--- src/rtl/result_framer_pkg.sv ---
// Shared constants and FSM state encoding for the result framer.
package result_framer_pkg;

  localparam int unsigned ZW = 8;
  localparam int unsigned XW = 16;

  typedef enum logic [1:0] {
    IDLE  = 2'd0,
    ACCUM = 2'd1,
    HOLD  = 2'd2
  } state_e;

endpackage

--- src/rtl/result_framer_arith.sv ---
// Arithmetic helpers for the framer: saturating adder and unsigned comparator.

module sat_add #(
  parameter int unsigned DATAWIDTH = 18
) (
  input  logic [DATAWIDTH-1:0] a,
  input  logic [DATAWIDTH-1:0] b,
  output logic [DATAWIDTH-1:0] sum,
  output logic                 sat
);

  logic [DATAWIDTH:0] raw;

  // Add with one guard bit; clamp to all-ones on carry out.
  always_comb begin
    raw = {1'b0, a} + {1'b0, b};
    sat = raw[DATAWIDTH];
    sum = sat ? '1 : raw[DATAWIDTH-1:0];
  end

endmodule

module COMP #(
  parameter int unsigned DATAWIDTH = 8
) (
  input  logic [DATAWIDTH-1:0] a,
  input  logic [DATAWIDTH-1:0] b,
  output logic                 gt
);

  // Unsigned strict greater-than.
  always_comb begin
    gt = (a > b);
  end

endmodule

--- src/rtl/result_framer.sv ---
// Collects FRAME_LEN (z, x) result pairs into one summary: saturating sum of x,
// unsigned max of z and a sticky saturation flag, held until downstream takes it.
module result_framer
  import result_framer_pkg::*;
#(
  parameter int unsigned FRAME_LEN = 8,
  parameter int unsigned ZW        = result_framer_pkg::ZW,
  parameter int unsigned XW        = result_framer_pkg::XW,
  parameter int unsigned SUMW      = 18
) (
  input  logic            clk,
  input  logic            rst,
  input  logic            in_valid,
  output logic            in_ready,
  input  logic [ZW-1:0]   z,
  input  logic [XW-1:0]   x,
  output logic            out_valid,
  input  logic            out_ready,
  output logic [SUMW-1:0] out_sum,
  output logic [ZW-1:0]   out_zmax,
  output logic            out_sat
);

  localparam logic [7:0] FL = 8'(FRAME_LEN);

  state_e          state_q, state_d;
  logic [7:0]      acc_cnt_q, acc_cnt_d;
  logic [7:0]      abs_cnt_q, abs_cnt_d;
  logic            pend_q, pend_d;
  logic [ZW-1:0]   zal_q, zal_d;
  logic [SUMW-1:0] acc_q, acc_d;
  logic [ZW-1:0]   zmax_q, zmax_d;
  logic            sat_q, sat_d;
  logic [SUMW-1:0] osum_q, osum_d;
  logic [ZW-1:0]   ozmax_q, ozmax_d;
  logic            osat_q, osat_d;

  logic            accept;
  logic            last_abs;
  logic [SUMW-1:0] add_sum;
  logic            add_sat;
  logic            z_gt;

  sat_add #(.DATAWIDTH(SUMW)) u_sat_add (
    .a  (acc_q),
    .b  (SUMW'(x)),
    .sum(add_sum),
    .sat(add_sat)
  );

  COMP #(.DATAWIDTH(ZW)) u_comp (
    .a (zal_q),
    .b (zmax_q),
    .gt(z_gt)
  );

  // Handshakes, absorption of the aligned sample, FSM next state and summary capture.
  always_comb begin
    in_ready  = (state_q != HOLD) && (acc_cnt_q < FL);
    accept    = in_valid && in_ready;
    out_valid = (state_q == HOLD);
    last_abs  = pend_q && (abs_cnt_q == FL - 8'd1);

    state_d   = state_q;
    acc_cnt_d = acc_cnt_q;
    abs_cnt_d = abs_cnt_q;
    pend_d    = accept;
    zal_d     = zal_q;
    acc_d     = acc_q;
    zmax_d    = zmax_q;
    sat_d     = sat_q;
    osum_d    = osum_q;
    ozmax_d   = ozmax_q;
    osat_d    = osat_q;

    if (accept) begin
      zal_d     = z;
      acc_cnt_d = acc_cnt_q + 8'd1;
    end

    // x arrives one cycle after its z, so it is only meaningful while pending.
    if (pend_q) begin
      acc_d     = add_sum;
      zmax_d    = z_gt ? zal_q : zmax_q;
      abs_cnt_d = abs_cnt_q + 8'd1;
      sat_d     = sat_q | add_sat;
    end

    unique case (state_q)
      // A single-sample frame stays in IDLE until that sample is absorbed.
      IDLE: begin
        if (last_abs) state_d = HOLD;
        else if (accept && FL != 8'd1) state_d = ACCUM;
      end
      ACCUM: begin
        if (last_abs) state_d = HOLD;
      end
      HOLD: begin
        if (out_ready) begin
          state_d   = IDLE;
          acc_d     = '0;
          zmax_d    = '0;
          sat_d     = 1'b0;
          acc_cnt_d = '0;
          abs_cnt_d = '0;
        end
      end
      default: state_d = IDLE;
    endcase

    if (state_d == HOLD && state_q != HOLD) begin
      osum_d  = acc_d;
      ozmax_d = zmax_d;
      osat_d  = sat_d;
    end
  end

  // State and datapath registers.
  always_ff @(posedge clk or posedge rst) begin
    if (rst) begin
      state_q   <= IDLE;
      acc_cnt_q <= '0;
      abs_cnt_q <= '0;
      pend_q    <= 1'b0;
      zal_q     <= '0;
      acc_q     <= '0;
      zmax_q    <= '0;
      sat_q     <= 1'b0;
      osum_q    <= '0;
      ozmax_q   <= '0;
      osat_q    <= 1'b0;
    end else begin
      state_q   <= state_d;
      acc_cnt_q <= acc_cnt_d;
      abs_cnt_q <= abs_cnt_d;
      pend_q    <= pend_d;
      zal_q     <= zal_d;
      acc_q     <= acc_d;
      zmax_q    <= zmax_d;
      sat_q     <= sat_d;
      osum_q    <= osum_d;
      ozmax_q   <= ozmax_d;
      osat_q    <= osat_d;
    end
  end

  assign out_sum  = osum_q;
  assign out_zmax = ozmax_q;
  assign out_sat  = osat_q;

endmodule

--- config.mk ---
export PLATFORM = sky130hd
export DESIGN_NAME = result_framer
export DESIGN_NICKNAME = d
export VERILOG_FILES = /design/src/rtl/result_framer_pkg.sv /design/src/rtl/result_framer_arith.sv /design/src/rtl/result_framer.sv
export SDC_FILE = /design/constraint.sdc
export NUM_CORES = 1
export LEC_CHECK = 0
export ABC_AREA = 1
export BUFFER_PORTS_ARGS = -buffer_cell sky130_fd_sc_hd__buf_2
export CAP_MARGIN = 40
export CORE_UTILIZATION = 30
export DETAILED_ROUTE_END_ITERATION = 8
export PLACE_DENSITY = 0.5
export SETUP_SLACK_MARGIN = 0.02
export SYNTH_ARGS = -nofsm -noshare
export SYNTH_HDL_FRONTEND = slang
export SYNTH_SLANG_ARGS = --single-unit
--- constraint.sdc ---
create_clock -name clk -period 3.89 [get_ports clk]
set_clock_uncertainty 0.1 [all_clocks]
set_input_delay 0.1945 -clock clk [delete_from_list [all_inputs] [get_ports clk]]
set_output_delay 0.1945 -clock clk [all_outputs]
set_load 0.1 [all_outputs]
==> After elaboration in Yosys (flattened, before gate mapping) <==
Index checks and enable logic that the tools add are counted.
{ "word_totals": {"ff_bits": 81, "latchBits": 0, "mem_bits_rw": 0, "romBits": 0, "inputBits": 28, "out_inout_bits": 29, "word_cells": 49, "n_memories": 0} }
{ "op_classes": {"addsub": 3, "multipliers": 0, "n_div": 0, "order_cmp": 2, "n_eq_ne": 5, "shift": 0, "n_mux": 22, "bitwise_logic": 1, "reduce_logical": 5} }
{ "ops": {"columns": ["cell", "n"], "rows": [
  ["8-bit two-way mux", 10],
  ["18-bit two-way mux", 4],
  ["18-bit by 16-bit adder with 19-bit output", 1],
  ["8-bit by 1-bit adder with 8-bit output (second input constant)", 2],
  ["8-bit by 3-bit == test with 1-bit output (second input constant)", 1],
  ["8-bit greater-than comparator", 1],
  ["8-bit by 4-bit less-than comparator with 1-bit output (second input constant)", 1],
  ["2-bit two-way mux", 4],
  ["2-bit one-hot mux with 3 select lines", 1],
  ["2-bit == test (second input constant)", 2],
  ["1-bit logical AND", 4],
  ["1-bit two-way mux", 3],
  ["2-bit by 1-bit == test with 1-bit output (second input constant)", 1],
  ["2-bit zero test", 1],
  ["2-bit != test (second input constant)", 1],
  ["1-bit bitwise OR", 1]
]} }

==> Depth between registers and ports, before layout <==
{ "logic_depth": {"depth_word": 8, "depth_mapped": 14, "mapped_depth_nobuf": 14} }

==> Cells and area by module <==
A second synthesis with hierarchy kept.
{ "unflattened": {"hier_cells": 660, "area_unflattened_um2": 4976.0} }
{ "modules_own_cells": {"columns": ["module", "instances", "cells_each", "area_each_um2", "seq_area_each_um2"], "rows": [
  ["result_framer", 1, 393, 3529.6, 2026.9],
  ["sat_add", 1, 231, 1228.7, 0.0],
  ["COMP", 1, 36, 217.7, 0.0]
]} }

==> Worst setup path after synthesis <==
Ideal clock, no wire load.
{ "synth_timing": {"path_kind": "register -> register", "startpoint": "register state_q[1]", "endpoint": "register state_q[0]", "setup_time_ns": 0.120, "arrival_time_ns": 2.556, "t_required_ns": 3.670, "setup_slack_ns": 1.114, "stages_incl_launch_ff": 9, "n_path_buf": 1, "synth_period_minus_slack_ns": 2.776, "path_cell_list": "dfrtp_1 inv_2 nor2_2 nor2_1 and3b_1 nand2_1 inv_1 buf_4 o211a_1"} }
{ "synth_via": {"elab_cells_between_ends": 9, "classes_between": "3 x eq/ne; 3 x mux; 3 x reduce/logical"} }
{ "synth_rtl": {"columns": ["item", "line", "rtl"], "rows": [
  ["start: declaration", "result_framer.sv:26", "state_e state_q, state_d;"],
  ["start signal: assignment", "result_framer.sv:133", "state_q <= state_d;"],
  ["2-bit == test", null, null],
  ["net out_valid", "result_framer.sv:17", "output logic out_valid,"],
  ["2-bit one-hot mux with 3 select lines", "result_framer.sv:89", "unique case (state_q)"],
  ["net state_d[0]", "result_framer.sv:26", null]
]} }
The timed path passes the listed nets, and every way through them passes these cells.
A chain may end at the register's enable or synchronous reset.

==> Worst setup path in the final report <==
{ "layout_timing": {"startpoint": "register pend_q", "endpoint": "register ozmax_q[4] (netlist: out_zmax[4])"} }
{ "layout_via": {"elab_chain_cells": 5, "elab_cells_between_ends": 9, "classes_between": "1 x eq/ne; 6 x mux; 2 x reduce/logical"} }
{ "layout_lines": {"columns": ["item", "line", "rtl"], "rows": [
  ["start: declaration", "result_framer.sv:29", "logic pend_q, pend_d;"],
  ["start signal: assignment", "result_framer.sv:136", "pend_q <= pend_d;"],
  ["1-bit logical AND", "result_framer.sv:62", "last_abs = pend_q && (abs_cnt_q == FL - 8'd1);"],
  ["2-bit two-way mux (on tied branches)", "result_framer.sv:96, result_framer.sv:92", null],
  ["2-bit one-hot mux with 3 select lines", "result_framer.sv:89", null],
  ["2-bit == test", "result_framer.sv:111", "if (state_d == HOLD && state_q != HOLD) begin"],
  ["1-bit logical AND", "result_framer.sv:111", null],
  ["end signal: assignment", "result_framer.sv:142", "ozmax_q <= ozmax_d;"],
  ["end: declaration", "result_framer.sv:35", "logic [ZW-1:0] ozmax_q, ozmax_d;"]
]} }
Several ways; a longest one is shown, not always the timed one.

==> flow_metrics.py <==
metrics = {
    "logic_synthesis": {
        "synthDistinctLibCells": 36,
        "ys.warnings.count": 0,
        "postSynthAreaPerCell_um2": 7.57,
        "postSynth.asyncResetShare": 1.00,
        "synth_enable_flop_cells": 0,
        "combinational_family_with_the_most_area_after_synthesis": "simple AND/OR/NAND/NOR gates",
        "synth_simple_gate_area_frac": 0.288,
        "synth.largest_area_cell": "sky130_fd_sc_hd__dfrtp_1",
        "post-synth-top-area-fraction": 0.436,
        "syn_inst_count": 615,
        "ys_ff_latch": 81,
        "synth-compound-area-share": 0.0906,
        "synth.area.mux_share": 0,
        "synth-seq-area-share": 0.436,
        "dominantRegCellSynth": "sky130_fd_sc_hd__dfrtp_1",
        "synth.top_cells.by_area": "sky130_fd_sc_hd__dfrtp_1 44%, sky130_fd_sc_hd__nand2_1 15%, sky130_fd_sc_hd__inv_1 7.2%, sky130_fd_sc_hd__ha_1 7.0%, sky130_fd_sc_hd__o21ai_0 4.7%",
        "post_synth_most_frequent_cells": "191 x sky130_fd_sc_hd__nand2_1, 89 x sky130_fd_sc_hd__inv_1, 81 x sky130_fd_sc_hd__dfrtp_1",
        "synth-xor-area-share": 0.0207,
        "synthMostInstantiatedCell": "sky130_fd_sc_hd__nand2_1",
        "synth_nets": 670,
        "synthAdderAreaFrac": 0.0742,
        "mappedNetlistArea_um2": 4650,
    },
    "worst_setup_path": {
        "cp_startpoint_kind": "register",
        "r2r-start": "pend_q",
        "cp_max_fo": 37,
        "end_kind": "register",
        "crit_type": "reg -> reg",
        "required_time_reported_for_the_critical_path_endpoint_ps": 3970,
        "arrival_worst_endpoint_ps": 2430,
        "timing.critical_path.from": "pend_q",
    },
    "placed_design": {
        "place_hpwl_mm": 8.27,
        "number_of_placed_instances_taps_included": 846,
        "gp_routability_congestion": 0.841,
        "portBuffers": 56,
    },
    "floorplanning": {
        "die_y_um": 127,
        "core.rowCount": 45,
        "design.die.area_um2": 16000,
        "design.portCount": 57,
        "design.core.area_um2": 15100,
        "initial_utilization": 0.307,
        "die-width_um": 127,
    },
    "timing": {
        "totalNegativeSetupSlack_ps": 0,
        "setup_violations": 0,
        "final_hold_viol_count": 0,
        "maxSlewHeadroom": 0.495,
        "post-route-period-util": 0.604,
        "setup_repair_after_global_routing_missed_its_margin": "false",
        "hold_ws_ps": 85.7,
        "max_freq_mhz": 425,
        "finalWorstPathRequiredPeriod_ps": 2350,
        "worst_pin_slew_ps": 757,
        "timing.final.max_slew_violations": 0,
    },
    "cells_and_area": {
        "antenna-diode-count": 0,
        "nNetsFinal": 734,
        "postLayoutCoreUtil": 0.364,
        "final_cells": 871,
        "layout-area-overhead-vs-synth_pct": 18.4,
        "drive_above_1_share": 0.129,
    },
    "global_routing": {
        "remaining_overflow_grt": 0,
        "most_used_routing_layer_in_global_routing": "met2",
        "number_of_antenna_violations_at_the_first_check_in_global_routing": 0,
        "grt_first_pass_wirelength_mm": 19.4,
        "gr-usage-met3": 0.0249,
        "largest_net_degree_at_the_start_of_global_routing": 47,
        "met1_track_utilization_from_global_routing": 0.205,
        "combined_global_route_utilization_of_all_metal_layers": 0.152,
        "first_global_vias": 4022,
        "gr-usage-met2": 0.246,
    },
    "drt": {
        "drt_iter0_drc": 272,
        "vias": 4027,
        "drt-pass1-iter-count": 5,
        "detail_route.wl_per_cell_um": 13.1,
        "post-route-drc-count": 0,
        "vias_per_cell": 4.62,
        "routed_wl_mm": 11.4,
        "drtAntennaViolNets": 0,
    },
    "clock_network": {
        "tritoncts_clock_tree": "yes",
        "clock_latency_on_the_worst_skew_pair_ps": 330,
        "postCtsSetupBuffers": 0,
        "cts_repair_resize_count": 0,
        "clk_pin_slew_worst_paths_ps": 60,
        "hold_buffers": 10,
        "cts_inserted_buffers": 9,
        "clock_sink_count": 81,
        "cts.htree.levels": 3,
        "cts-root-to-sink-buffers": 2,
        "clock_tree.root_cell": "sky130_fd_sc_hd__clkbuf_16",
    },
    "min_path": {
        "timing.hold.worst.class": "in -> reg",
        "hold_start": "in_valid",
    },
    "flow_run": {
        "max_cap_viol_count": 0,
    },
    "outcome": {
        "status": "finished, final reports clean",
    },
}
[final timing paths]
| kind | cells after the start | slack [ps] | endpoint |
|---|---|---|---|
| max | 8 | 1540 | out_zmax[4] |
| min | 4 | 90 | acc_cnt_q[1] |
| max reg2reg | 8 | 1540 | out_zmax[4] |
| min reg2reg | 2 | 360 | acc_cnt_q[5] |
| max in group asynchronous | 4 | 2290 | out_sat |
| min in group asynchronous | 3 | 410 | acc_cnt_q[7] |
[sequential cells by signal, indices dropped and copies added (netlist names)]
signal	cells
out_sum	18
pend_q	1
zal_q	8
sat_q	1
zmax_q	8
state_q	2
out_sat	1
out_zmax	8
abs_cnt_q	8
acc_q	18
acc_cnt_q	8
[metrics by stage]
step	cell area [um^2]	setup slack [ps]
CTS	5510	1500
finish	5510	1540
floorplan	4650	1110
global placement	5110	1570
detailed placement	5110	1510
global route	5510	1270
[cells in the final DEF, fill, tap and decap left out, types with 8 or more instances in the layout]
cell type,instances
sky130_fd_sc_hd__dlygate4sd3_1,10
sky130_fd_sc_hd__nor2_1,43
sky130_fd_sc_hd__ha_1,26
sky130_fd_sc_hd__nand3b_1,11
sky130_fd_sc_hd__buf_2,56
sky130_fd_sc_hd__nand3_1,33
sky130_fd_sc_hd__dfrtp_1,81
sky130_fd_sc_hd__and3_1,8
sky130_fd_sc_hd__a21oi_1,30
sky130_fd_sc_hd__inv_1,88
sky130_fd_sc_hd__o21ai_0,44
sky130_fd_sc_hd__xor2_1,8
sky130_fd_sc_hd__nand2_1,191
sky130_fd_sc_hd__clkbuf_16,9
[routing by layer]
layer / share of wire / routed length (um)
met5: 0 / 0
met4: 0.015 / 165
met2: 0.45 / 5170
met1: 0.49 / 5570
met3: 0.041 / 465
[final cells by class]
type / instances / area, um^2
fill: 1587 / 9640
multi-input combinational: 426 / 2200
sequential: 81 / 2030
timing repair buffer: 68 / 395
inverter: 93 / 350
clock buffer: 12 / 256
tap: 188 / 235
clock inverter: 3 / 40.0
[logic make-up after synthesis]
logic type,after synthesis
adder cells (fa/ha/maj),27
AND/OR/NAND/NOR,307
AO/OA/AOI/OAI,81
XOR/XNOR,11
flip-flops,81
buffers and inverters,108
[worst max-delay path, cell delays in order, from the launching register on]
cell and delay, ps:
sky130_fd_sc_hd__dfrtp_1 330, sky130_fd_sc_hd__buf_4 300, sky130_fd_sc_hd__nand4_1 130, sky130_fd_sc_hd__nor2_1 100, sky130_fd_sc_hd__nand3_1 150, sky130_fd_sc_hd__nor2_4 440
sky130_fd_sc_hd__inv_2 410, sky130_fd_sc_hd__nand2_1 130, sky130_fd_sc_hd__o21ai_0 100
Power is not shown: default switching activity piles up to over one toggle a cycle in this logic, so the estimate is an artifact.
